### src/rtl/audio_slot_scheduler.sv
// audio_slot_scheduler: packs RF words with a framed PCM/ADC side-channel carried in bits [15:10]
module audio_slot_scheduler #(
  parameter int FRAME_LEN  = 512,
  parameter int DROP_CNT_W = 8
) (
  input  logic                  clock,
  input  logic                  reset,
  input  logic                  enable,
  input  logic [9:0]            rf_in,
  input  logic                  rf_valid,
  input  logic [23:0]           pcm_left,
  input  logic [23:0]           pcm_right,
  input  logic                  pcm_ready,
  input  logic [11:0]           adc_left,
  input  logic [11:0]           adc_right,
  input  logic                  adc_ready,
  output logic [15:0]           data_out,
  output logic                  data_valid,
  output logic                  frame_start,
  output logic                  pcm_overrun,
  output logic                  adc_overrun,
  output logic [DROP_CNT_W-1:0] drop_count
);
  localparam int CW = $clog2(FRAME_LEN);
  localparam logic [1:0] IDLE = 2'd0, HEAD = 2'd1, PAYLOAD = 2'd2, FILL = 2'd3;
  logic [1:0] state;
  logic [CW-1:0] cnt;
  logic [3:0] seq;
  logic [23:0] pcm_l_h, pcm_r_h;
  logic [11:0] adc_l_h, adc_r_h;
  logic pcm_pend, adc_pend;
  logic [71:0] snap, sh;
  logic pcm_fresh, adc_fresh, pcm_ovr_f, adc_ovr_f;
  logic emit, snap_now, pcm_ovr_ev, adc_ovr_ev;
  logic [5:0] chunk, csum, c1;
  logic [DROP_CNT_W:0] drop_sum;
  int idx;
  assign emit       = enable && state != IDLE && rf_valid;
  assign snap_now   = emit && state == HEAD;
  assign pcm_ovr_ev = pcm_ready && pcm_pend && !snap_now;
  assign adc_ovr_ev = adc_ready && adc_pend && !snap_now;
  assign drop_sum   = {1'b0, drop_count} + (DROP_CNT_W+1)'(pcm_ovr_ev) + (DROP_CNT_W+1)'(adc_ovr_ev);
  assign c1         = {pcm_fresh, adc_fresh, pcm_ovr_f, adc_ovr_f, 2'b00};
  // snap holds chunks 2..13 with chunk 2 in the top bits
  always_comb begin
    idx = int'(cnt);
    sh = snap >> (6 * (13 - idx));
    csum = {2'b10, seq} ^ c1;
    for (int i = 0; i < 12; i++) csum = csum ^ snap[6*i +: 6];
    chunk = idx == 0 ? {2'b10, seq} :
            idx == 1 ? c1 :
            idx < 14 ? sh[5:0] :
            idx == 14 ? csum : 6'd0;
  end
  always_ff @(posedge clock) begin
    if (reset) begin
      state <= IDLE;
      cnt <= '0;
      seq <= '0;
      {pcm_l_h, pcm_r_h, adc_l_h, adc_r_h} <= '0;
      {pcm_pend, adc_pend} <= '0;
      snap <= '0;
      {pcm_fresh, adc_fresh, pcm_ovr_f, adc_ovr_f} <= '0;
      data_out <= '0;
      data_valid <= 1'b0;
      frame_start <= 1'b0;
      pcm_overrun <= 1'b0;
      adc_overrun <= 1'b0;
      drop_count <= '0;
    end else begin
      if (pcm_ready) {pcm_l_h, pcm_r_h} <= {pcm_left, pcm_right};
      if (adc_ready) {adc_l_h, adc_r_h} <= {adc_left, adc_right};
      pcm_pend <= pcm_ready || (pcm_pend && !snap_now);
      adc_pend <= adc_ready || (adc_pend && !snap_now);
      pcm_overrun <= pcm_overrun || pcm_ovr_ev;
      adc_overrun <= adc_overrun || adc_ovr_ev;
      drop_count <= drop_sum[DROP_CNT_W] ? '1 : drop_sum[DROP_CNT_W-1:0];
      data_valid <= emit;
      frame_start <= snap_now;
      if (emit) data_out <= {chunk, rf_in};
      // stale sources keep their previous snapshot data
      if (snap_now) begin
        {pcm_fresh, adc_fresh, pcm_ovr_f, adc_ovr_f} <= {pcm_pend, adc_pend, pcm_overrun, adc_overrun};
        if (pcm_pend) snap[71:24] <= {pcm_l_h, pcm_r_h};
        if (adc_pend) snap[23:0] <= {adc_l_h, adc_r_h};
      end
      if (!enable) begin
        state <= IDLE;
        cnt <= '0;
      end else if (state == IDLE) begin
        state <= HEAD;
      end else if (rf_valid) begin
        cnt <= cnt + 1'b1;
        state <= (&cnt) ? HEAD : (cnt == CW'(15)) ? FILL : (state == HEAD) ? PAYLOAD : state;
        if (&cnt) seq <= seq + 1'b1;
      end
    end
  end
endmodule

### config.mk
export PLATFORM = sky130hd
export DESIGN_NAME = audio_slot_scheduler
export DESIGN_NICKNAME = d
export VERILOG_FILES = /design/src/rtl/audio_slot_scheduler.sv
export SDC_FILE = /design/constraint.sdc
export NUM_CORES = 1
export LEC_CHECK = 0
export ABC_AREA = 1
export CAP_MARGIN = 25
export CELL_PAD_IN_SITES_DETAIL_PLACEMENT = 1
export CELL_PAD_IN_SITES_GLOBAL_PLACEMENT = 1
export CORE_UTILIZATION = 37
export DETAILED_ROUTE_END_ITERATION = 10
export PLACE_DENSITY = 0.89
export SKIP_LAST_GASP = 1
export SLEW_MARGIN = 20
export SYNTH_ARGS = -nofsm -noshare
export SYNTH_HDL_FRONTEND = slang
export SYNTH_SLANG_ARGS = --single-unit
### constraint.sdc
create_clock -name clock -period 3.54 [get_ports clock]
set_input_delay 0.708 -clock clock [delete_from_list [all_inputs] [get_ports clock]]
set_output_delay 0.708 -clock clock [all_outputs]
set_load 0.03 [all_outputs]
# After elaboration in Yosys (flattened, before gate mapping)
# Index checks and enable logic that the tools add are counted.
# word_totals
input_bits	88
word_cells	88
ff_bits	193
# op_classes
n_lt_le_gt_ge	1
n_mul	1
reduce_logical	29
bitwise	15
n_eq_ne	4
n_shift	1
mux	10
add_sub_neg	5
# ops
operator	count
$xor A6 B6 Y6	13
$shr A72 B32 Y6	1
$mux W6	4
$mul A3 B10 Y13 const A	1
$reduce_and A12 Y1	1
$reduce_and A2 Y1	5
$sub A4 B9 Y10 const A	1
$add A8 B1 Y9	1
$add A9 B1 Y9	1
$add A9 B1 Y9 const B	1
$eq A9 B2 Y1 const B	1
$eq A9 B4 Y1 const B	1
$eq A9 B5 Y1 const B	1
$logic_and A1 B1 Y1	9
$logic_not A9 Y1	1
$lt A9 B4 Y1 const B	1
$reduce_and A9 Y1	1
$mux W8	1
$mux W2	3
$add A4 B1 Y4 const B	1
$logic_or A1 B1 Y1	4
$reduce_bool A2 Y1	2
$reduce_bool A4 Y1	1
$reduce_bool A3 Y1	1
other kinds (7)	9

# Longest topological paths before layout
# Gate-level depths: netlist of the first run.
# depth
word_depth	17
mapped_depth	34
depth_no_buf	32

# Worst setup path after synthesis of the first run
# No wires, ideal clock.
# synth_timing
path_type	register -> register
start	register cnt[0]
end	register data_out[14]
stages_incl_launch_ff	32
slack_ns	-0.035
arrival_time_ns	3.507
synth_period_minus_slack_ns	3.575
cell_sequence	dfxtp_1 clkinv_1 buf_2 clkbuf_1 ha_1 ha_1 inv_1 fa_1 inv_1 nand3_1 nand3_1 nand2_1 nand2_1 nand2_1 nand2_1 nand2_1 nor2_4 nand2_4 inv_4 buf_4 nand3_1 nand2_1 nand2_1 nand3_1 nand3_1 nand3_1 nand3_1 nand2_1 nand2_1 nand2_1 nand2_1 a21oi_2
# synth_via
elab_chain_cells	6
word_cells_on_any_way	11
# synth_rtl
element	line_no	text
start, declared	27	logic [CW-1:0] cnt;
start signal, assigned	93	cnt <= cnt + 1'b1;
$sub A4 B9 Y10	47	sh = snap >> (6 * (13 - idx));
$mul A3 B10 Y13	47	
$shr A72 B32 Y6	47	
$mux W6	52	idx < 14 ? sh[5:0] :
$mux W6	51	idx == 1 ? c1 :
$mux W6 (*)	50	chunk = idx == 0 ? {2'b10, seq} :
end signal, assigned	80	if (emit) data_out <= {chunk, rf_in};
end, declared	17	output logic [15:0] data_out,
# Every way passes the cells marked *; elsewhere a longest branch is shown, timed or not.
# A chain may end at the register's enable or synchronous reset.

# Worst setup path after layout of the first run
# layout_timing
start	register cnt[2]
end	register data_out[13]
# Same word-level chain as after synthesis.

==> results.ini, run 1 <==
[status]
status = complete, but fails checks
violations = negative setup slack

[die]
die_y_um = 174
pin_count = 116
die_w_um = 174
core-area_mm2 = 0.0289
initial_core_util_pct = 37.7
dieArea_mm2 = 0.0301
rows = 62

[yosys]
synth-seq-cells = 193
ys_seq_area_share_pct = 35.5
synth_warnings = 0
async_flop_share_pct = 0
yosysUniqueCellTypes = 39
avgSynthCellArea_um2 = 6.67
synth-main-ff-cell = dfxtp_1
syn_nets = 1747
postSynthCellCount = 1633
synth_area_mm2 = 0.0109
synth_edf_count = 0

[worst_setup_path]
end_kind = register
cpMaxStageDelayCell = dfxtp_4
start_kind = register
worstSetupPathType = register to register
path_common_cell = nand2_1
r2r-start = cnt[2]
path_max_fanout = 6
crit_required_ns = 3.93
cp.arrival_ns = 4.72
max_stage_delay_ns = 0.39
critPathLaunch = cnt[2]

[layout]
area_growth_pct = 34.8
final_common_cell = nor2_1
nets = 1897
drive_gt1_share_pct = 17.6
diodes = 0
final_cell_mix = 276 x nor2_1, 207 x nand2_1, 188 x dfxtp_1
final_area_mm2 = 0.0147

[global_route]
grt_usage_pct = 28.6
grt_pass1_wl_um = 68800
antenna_found_initial = 0
grt_max_degree = 83
grt_overflow = 0
first_global_vias = 13049

[clock_tree]
postCtsHoldBufs = 0
htreeDepth = 4
cts_made_buffers = 17
clockBufferDepth = 2
cts_tree = yes
clkTransAtPathRegs_ns = 0.08
insertion_delay_ns = 0.46
cts_root_buffer = clkbuf_16
cts.sinks = 193

[min_path]
hp-class = register to register
min_from = adc_l_h[10]

[sta]
timing.setup.tns_ns = -3.30
slew_violations = 0
fmax_mhz = 231
hold_violations = 0
worst_pin_slew_ns = 0.912
finalWorstSetupSlack_ns = -0.793
whs_ns = 0.499
finClkSkew_ns = 0.0117
min_period_ns = 4.33
finalSetupViolCount = 6
rsz0062_at_grt = yes
finalCritPeriodShare_pct = 122
slew-limit-headroom_pct = 39.2

[pwr]
p_leak_uw = 0.00595
power_per_cell_area_mw_per_mm2 = 363
ir_worst_vdd_uv = 339

[route]
drc_errors = 0
first_pass_iters = 6
wl_um = 47600
detail-route-antenna-nets = 0
viasPerCell = 5.80
avgRoutedWirePerCell_um = 21.8
vias = 12650
drt_iter0_markers = 1200

[placed_design]
dp_hpwl_um = 27400
post_dp_cell_area_mm2 = 0.0127
port_buffers = 115
globalplace.congestion = 0.910

[job]
drv_cap = 0

[power breakdown]
group	switching [uW]	internal, uW
registers	63.4	2250
clock network	948	1230
logic	481	352
[synth_stat cells, types with 2 or more instances]
library cell / count / share of area (%)
inv_2: 2 / 0.069
a211oi_1: 2 / 0.14
buf_1: 3 / 0.10
nand4_1: 52 / 3.0
inv_1: 130 / 4.5
nor2_1: 297 / 10
or2_2: 2 / 0.11
a21oi_2: 3 / 0.24
nor4_1: 4 / 0.23
a21oi_1: 83 / 3.8
o21ai_0: 189 / 8.7
clkinv_1: 4 / 0.14
buf_6: 8 / 0.83
nand2_1: 250 / 8.6
fa_1: 2 / 0.37
buf_2: 15 / 0.69
dfxtp_1: 193 / 35
nor2_4: 2 / 0.21
buf_4: 6 / 0.41
nand3_2: 3 / 0.28
o21ai_1: 9 / 0.41
o211ai_1: 5 / 0.34
xor2_1: 35 / 2.8
clkbuf_1: 65 / 2.2
ha_1: 24 / 2.8
xnor2_1: 49 / 3.9
nor3_1: 9 / 0.41
nand2_2: 5 / 0.29
nand3_1: 168 / 7.7
nor2_2: 5 / 0.29
[worst max-delay path: cells and delay by family, from the launching register on]
| family | cells | cell delay, ns |
|---|---|---|
| AND/OR/NAND/NOR | 21 | 1.92 |
| buffers and inverters | 5 | 0.68 |
| adder cells (fa/ha/maj) | 2 | 0.59 |
| AO/OA/AOI/OAI | 2 | 0.42 |
| flip-flops | 1 | 0.39 |
| XOR/XNOR | 1 | 0.27 |
[final cells by class]
| cell class | instances | area [um2] |
|---|---|---|
| fillers | 3585 | 14200 |
| well taps | 384 | 480 |
| clock buffers | 18 | 439 |
| repair buffers | 228 | 2370 |
| flip-flops and latches | 193 | 3870 |
| inverters | 137 | 523 |
| clock inverters | 14 | 219 |
| multi-input cells | 1206 | 6780 |
[metal layers]
layer,vias to the layer above,routed length (um),track usage (%)
li1,5646,-,-
met1,6049,17500,33.0
met2,695,23300,50.1
met3,260,3740,4.85
met4,0,3110,16.2
met5,-,0,0
[cell families after synthesis]
| group | share of synthesized area, % |
|---|---|
| buffers and inverters | 9.02 |
| adder cells (fa/ha/maj) | 3.12 |
| AND/OR/NAND/NOR | 31.6 |
| AO/OA/AOI/OAI | 13.9 |
| flip-flops | 35.5 |
| multiplexers | 0.0919 |
| XOR/XNOR | 6.75 |
[sequential cells by signal (all words and copies together), names as in the netlist]
register and cells:
adc_ovr_f 1, adc_fresh 1, pcm_ovr_f 1, adc_l_h 12
data_valid 1, adc_pend 1, adc_overrun 1, pcm_l_h 24
adc_r_h 12, cnt 9, state 2, pcm_pend 1
pcm_r_h 24, drop_count 8, frame_start 1, data_out 16
pcm_fresh 1, seq 4, snap 72, pcm_overrun 1
[worst paths after layout]
| check | slack (ns) | endpoint | cells after the start |
|---|---|---|---|
| min reg2reg | 0.50 | adc_l_h[10] | 2 |
| max | -0.79 | data_out[13] | 31 |
| min | 0.50 | adc_l_h[10] | 2 |
| max reg2reg | -0.79 | data_out[13] | 31 |
[through the flow]
stage / std cells / worst slack (ns) / utilization (%) / power (uW)
2_1_floorplan: 1633 / 0.0537 / - / 2730
3_3_place_gp: 2116 / -0.394 / 44.2 / 2990
3_5_place_dp: 2116 / -0.636 / 44.2 / 3020
4_1_cts: 2172 / -0.275 / 49.5 / 5260
5_1_grt: 2180 / -0.976 / 50.9 / 5470
6_report: 2180 / -0.793 / 50.9 / 5330
[repair_timing]
item,in CTS,in global routing
endpoints found under the setup margin,6,6
pin swaps,56,55
setup buffers,15,8
gates cloned,9,1
resized for setup,105,87
(Power assumes the default switching activity.)
==> inputs of run 2 (changes only) <==
--- a/config.mk
+++ b/config.mk
@@ -5,13 +5,13 @@
 export SDC_FILE = /design/constraint.sdc
 export NUM_CORES = 1
 export LEC_CHECK = 0
-export ABC_AREA = 1
+export ABC_AREA = 0
 export CAP_MARGIN = 25
 export CELL_PAD_IN_SITES_DETAIL_PLACEMENT = 1
 export CELL_PAD_IN_SITES_GLOBAL_PLACEMENT = 1
-export CORE_UTILIZATION = 37
+export CORE_UTILIZATION = 39
 export DETAILED_ROUTE_END_ITERATION = 10
-export PLACE_DENSITY = 0.89
+export PLACE_DENSITY = 0.88
 export SKIP_LAST_GASP = 1
 export SLEW_MARGIN = 20
 export SYNTH_ARGS = -nofsm -noshare
==> run 2 against run 1 <==
  * The run now ends clean
  * First-iteration DRC count fell by 49%
  * Setup slack improved by 0.90 ns
  * Flip-flop and latch count did not move
  * Final cell count fell by 30%
  * Fmax rose by 26%
  * Register-to-register slack improved by 0.90 ns
  * Die area fell by 11%
  * Clock skew fell by 0.0020 ns
==> results.ini, run 2 <==
[yosys]
synth_largest_area_cell = dfxtp_1
synth_area_leaders = dfxtp_1 38%, mux4_2 12%, mux2i_1 8.3%
synth_warnings = 0
synth-main-ff-cell = dfxtp_1
async_flop_share_pct = 0
synth_area_mm2 = 0.0102
ys_seq_area_share_pct = 38.0
synth_edf_count = 0
postSynthCellCount = 1100
synth_top_cells_by_count = 197 x nand2_1, 193 x dfxtp_1, 117 x nor2_1, 111 x a21oi_1, 84 x mux2i_1
syn_nets = 1214
synth_most_common_cell = nand2_1
synth-seq-cells = 193
synth_top_area_share_pct = 38.0
yosysUniqueCellTypes = 50
avgSynthCellArea_um2 = 9.23

[placed_design]
dp_hpwl_um = 21000
globalplace.congestion = 0.849
dp_cells = 1498
port_buffers = 115
post_dp_cell_area_mm2 = 0.0116

[sta]
finalSetupViolCount = 0
hold_violations = 0
min_period_ns = 3.43
worst_pin_slew_ns = 0.957
slew-limit-headroom_pct = 36.2
slew_violations = 0
timing.setup.tns_ns = 0
finClkSkew_ns = 0.00968
fmax_mhz = 292
finalCritPeriodShare_pct = 96.9
whs_ns = 0.455

[layout]
final_area_mm2 = 0.0124
diodes = 0
largest_reg_flops = 72
nFillCells = 2826
final_common_cell = nand2_1
drive_gt1_share_pct = 13.1
nets = 1304
fin_cells = 1533
final_cell_mix = 197 x nand2_1, 190 x dfxtp_1, 115 x nor2_1
area_growth_pct = 22.2
largest-register = snap

[die]
dieArea_mm2 = 0.0267
die_y_um = 163
rows = 58
die_w_um = 163
initial_core_util_pct = 40.1
pin_count = 116
core-area_mm2 = 0.0253

[pwr]
power.share.switching_pct = 24.9
ir_worst_vdd_uv = 282
sequentialPowerShare_pct = 48.7
p_total_uw = 4680
p_int_uw = 3510
power_switching_uw = 1170
p_leak_uw = 0.00461
pwr-share-comb_pct = 8.1
clkPwrFrac_pct = 43.2
power_per_cell_area_mw_per_mm2 = 377

[min_path]
hold_depth = 2
hp-class = register to register
hold_path_end = snap[51]
min_from = pcm_l_h[3]

[global_route]
grt_overflow = 0
grt_max_degree = 61
antenna_found_initial = 0
grt_usage_pct = 22.9
first_global_vias = 8955
grt_pass1_wl_um = 47200

[worst_setup_path]
r2r_slack_ns = 0.11
path_max_fanout = 17
r2r-start = cnt[1]
cp.depth = 12
worstRegToRegCells = 12
cpMaxStageDelayCell = fa_2
crit_chain = ha_2 -> buf_4 -> xnor2_1 -> ha_1 -> inv_1 -> fa_2 -> buf_4 -> mux4_2 -> nand2_1 -> nand2_1 -> a2111oi_1 -> a211oi_2
worstSetupPathType = register to register
crit_required_ns = 3.85
end_kind = register
cp_top_family = adder cells
path_buf_inv = 3
rr_endpoint = data_out[12]
max_stage_delay_ns = 0.55
cp.arrival_ns = 3.74
start_kind = register

[route]
avgRoutedWirePerCell_um = 19.5
drc_errors = 0
wl_um = 29900
vias = 8559
drt_iter0_markers = 608
detail-route-antenna-nets = 0
first_pass_iters = 5
viasPerCell = 5.58

[job]
drv_cap = 0

[clock_tree]
cts_made_buffers = 17
htreeDepth = 4
cts_root_buffer = clkbuf_16
cts.sinks = 193
insertion_delay_ns = 0.45
postCtsHoldBufs = 0
clkTransAtPathRegs_ns = 0.07
cts_tree = yes
clockBufferDepth = 2

[status]
status = finished, final reports clean

-- run 2: logic make-up after synthesis --
group | after synthesis | share of synthesized area, %
buffers and inverters | 90 | 3.71
multiplexers | 143 | 20.8
adder cells (fa/ha/maj) | 26 | 3.35
flip-flops | 193 | 38.0
XOR/XNOR | 102 | 8.80
AND/OR/NAND/NOR | 382 | 16.0
AO/OA/AOI/OAI | 164 | 9.30
-- run 2: cell type report --
class / instances / area (um2) / area share, %
sequential: 193 / 3870 / 31.2
clock buffer: 18 / 439 / 3.54
timing repair buffer: 146 / 1390 / 11.2
tap: 330 / 413 / 3.33
multi-input combinational: 817 / 6070 / 48.9
clock inverter: 14 / 168 / 1.35
inverter: 15 / 56.3 / 0.454
-- run 2: power by group through the flow --
stage | combinational (uW) | sequential [uW] | clock (uW)
after global placement | 365 | 2320 | 0
after detailed placement | 379 | 2330 | 0
final | 380 | 2280 | 2020
after floorplan | 198 | 2330 | 0
after global routing | 412 | 2280 | 2140
after CTS | 383 | 2280 | 2060
-- run 2: worst max path at each step --
stage	start	to
final	cnt[1]	data_out[12]
after global routing	cnt[1]	data_out[14]
after CTS	cnt[1]	data_out[12]
after detailed placement	cnt[1]	data_out[15]
after global placement	cnt[1]	data_out[15]
after floorplan	cnt[0]	data_out[12]
-- run 2: what timing repair did --
action / 4_1_cts / 5_1_grt
pin swaps: 1 / 12
setup endpoints to repair: 6 / 6
buffers inserted: 0 / 3
gates resized for setup: 5 / 28
-- run 2: through the flow --
stage | util, % | setup slack [ns]
finish | 49.0 | 0.110
global route | 49.0 | -0.0561
CTS | 48.4 | 0.0173
detailed placement | 45.9 | -0.151
global placement | 45.9 | 0.0493
floorplan | - | 0.0192
-- run 2: per-layer routing --
metal	vias to the layer above	track usage [%]	wire length [um]
met5	-	0	0
met4	0	10.3	846
met3	75	3.78	1290
met2	274	40.0	15400
met1	4226	27.3	12300
li1	3984	-	-
-- run 2: tightest hold or removal path, delay by kind of cell (launching register included) --
kind | cells | cell delay [ns]
AND/OR/NAND/NOR | 1 | 0.05
flip-flops | 1 | 0.32
AO/OA/AOI/OAI | 1 | 0.05
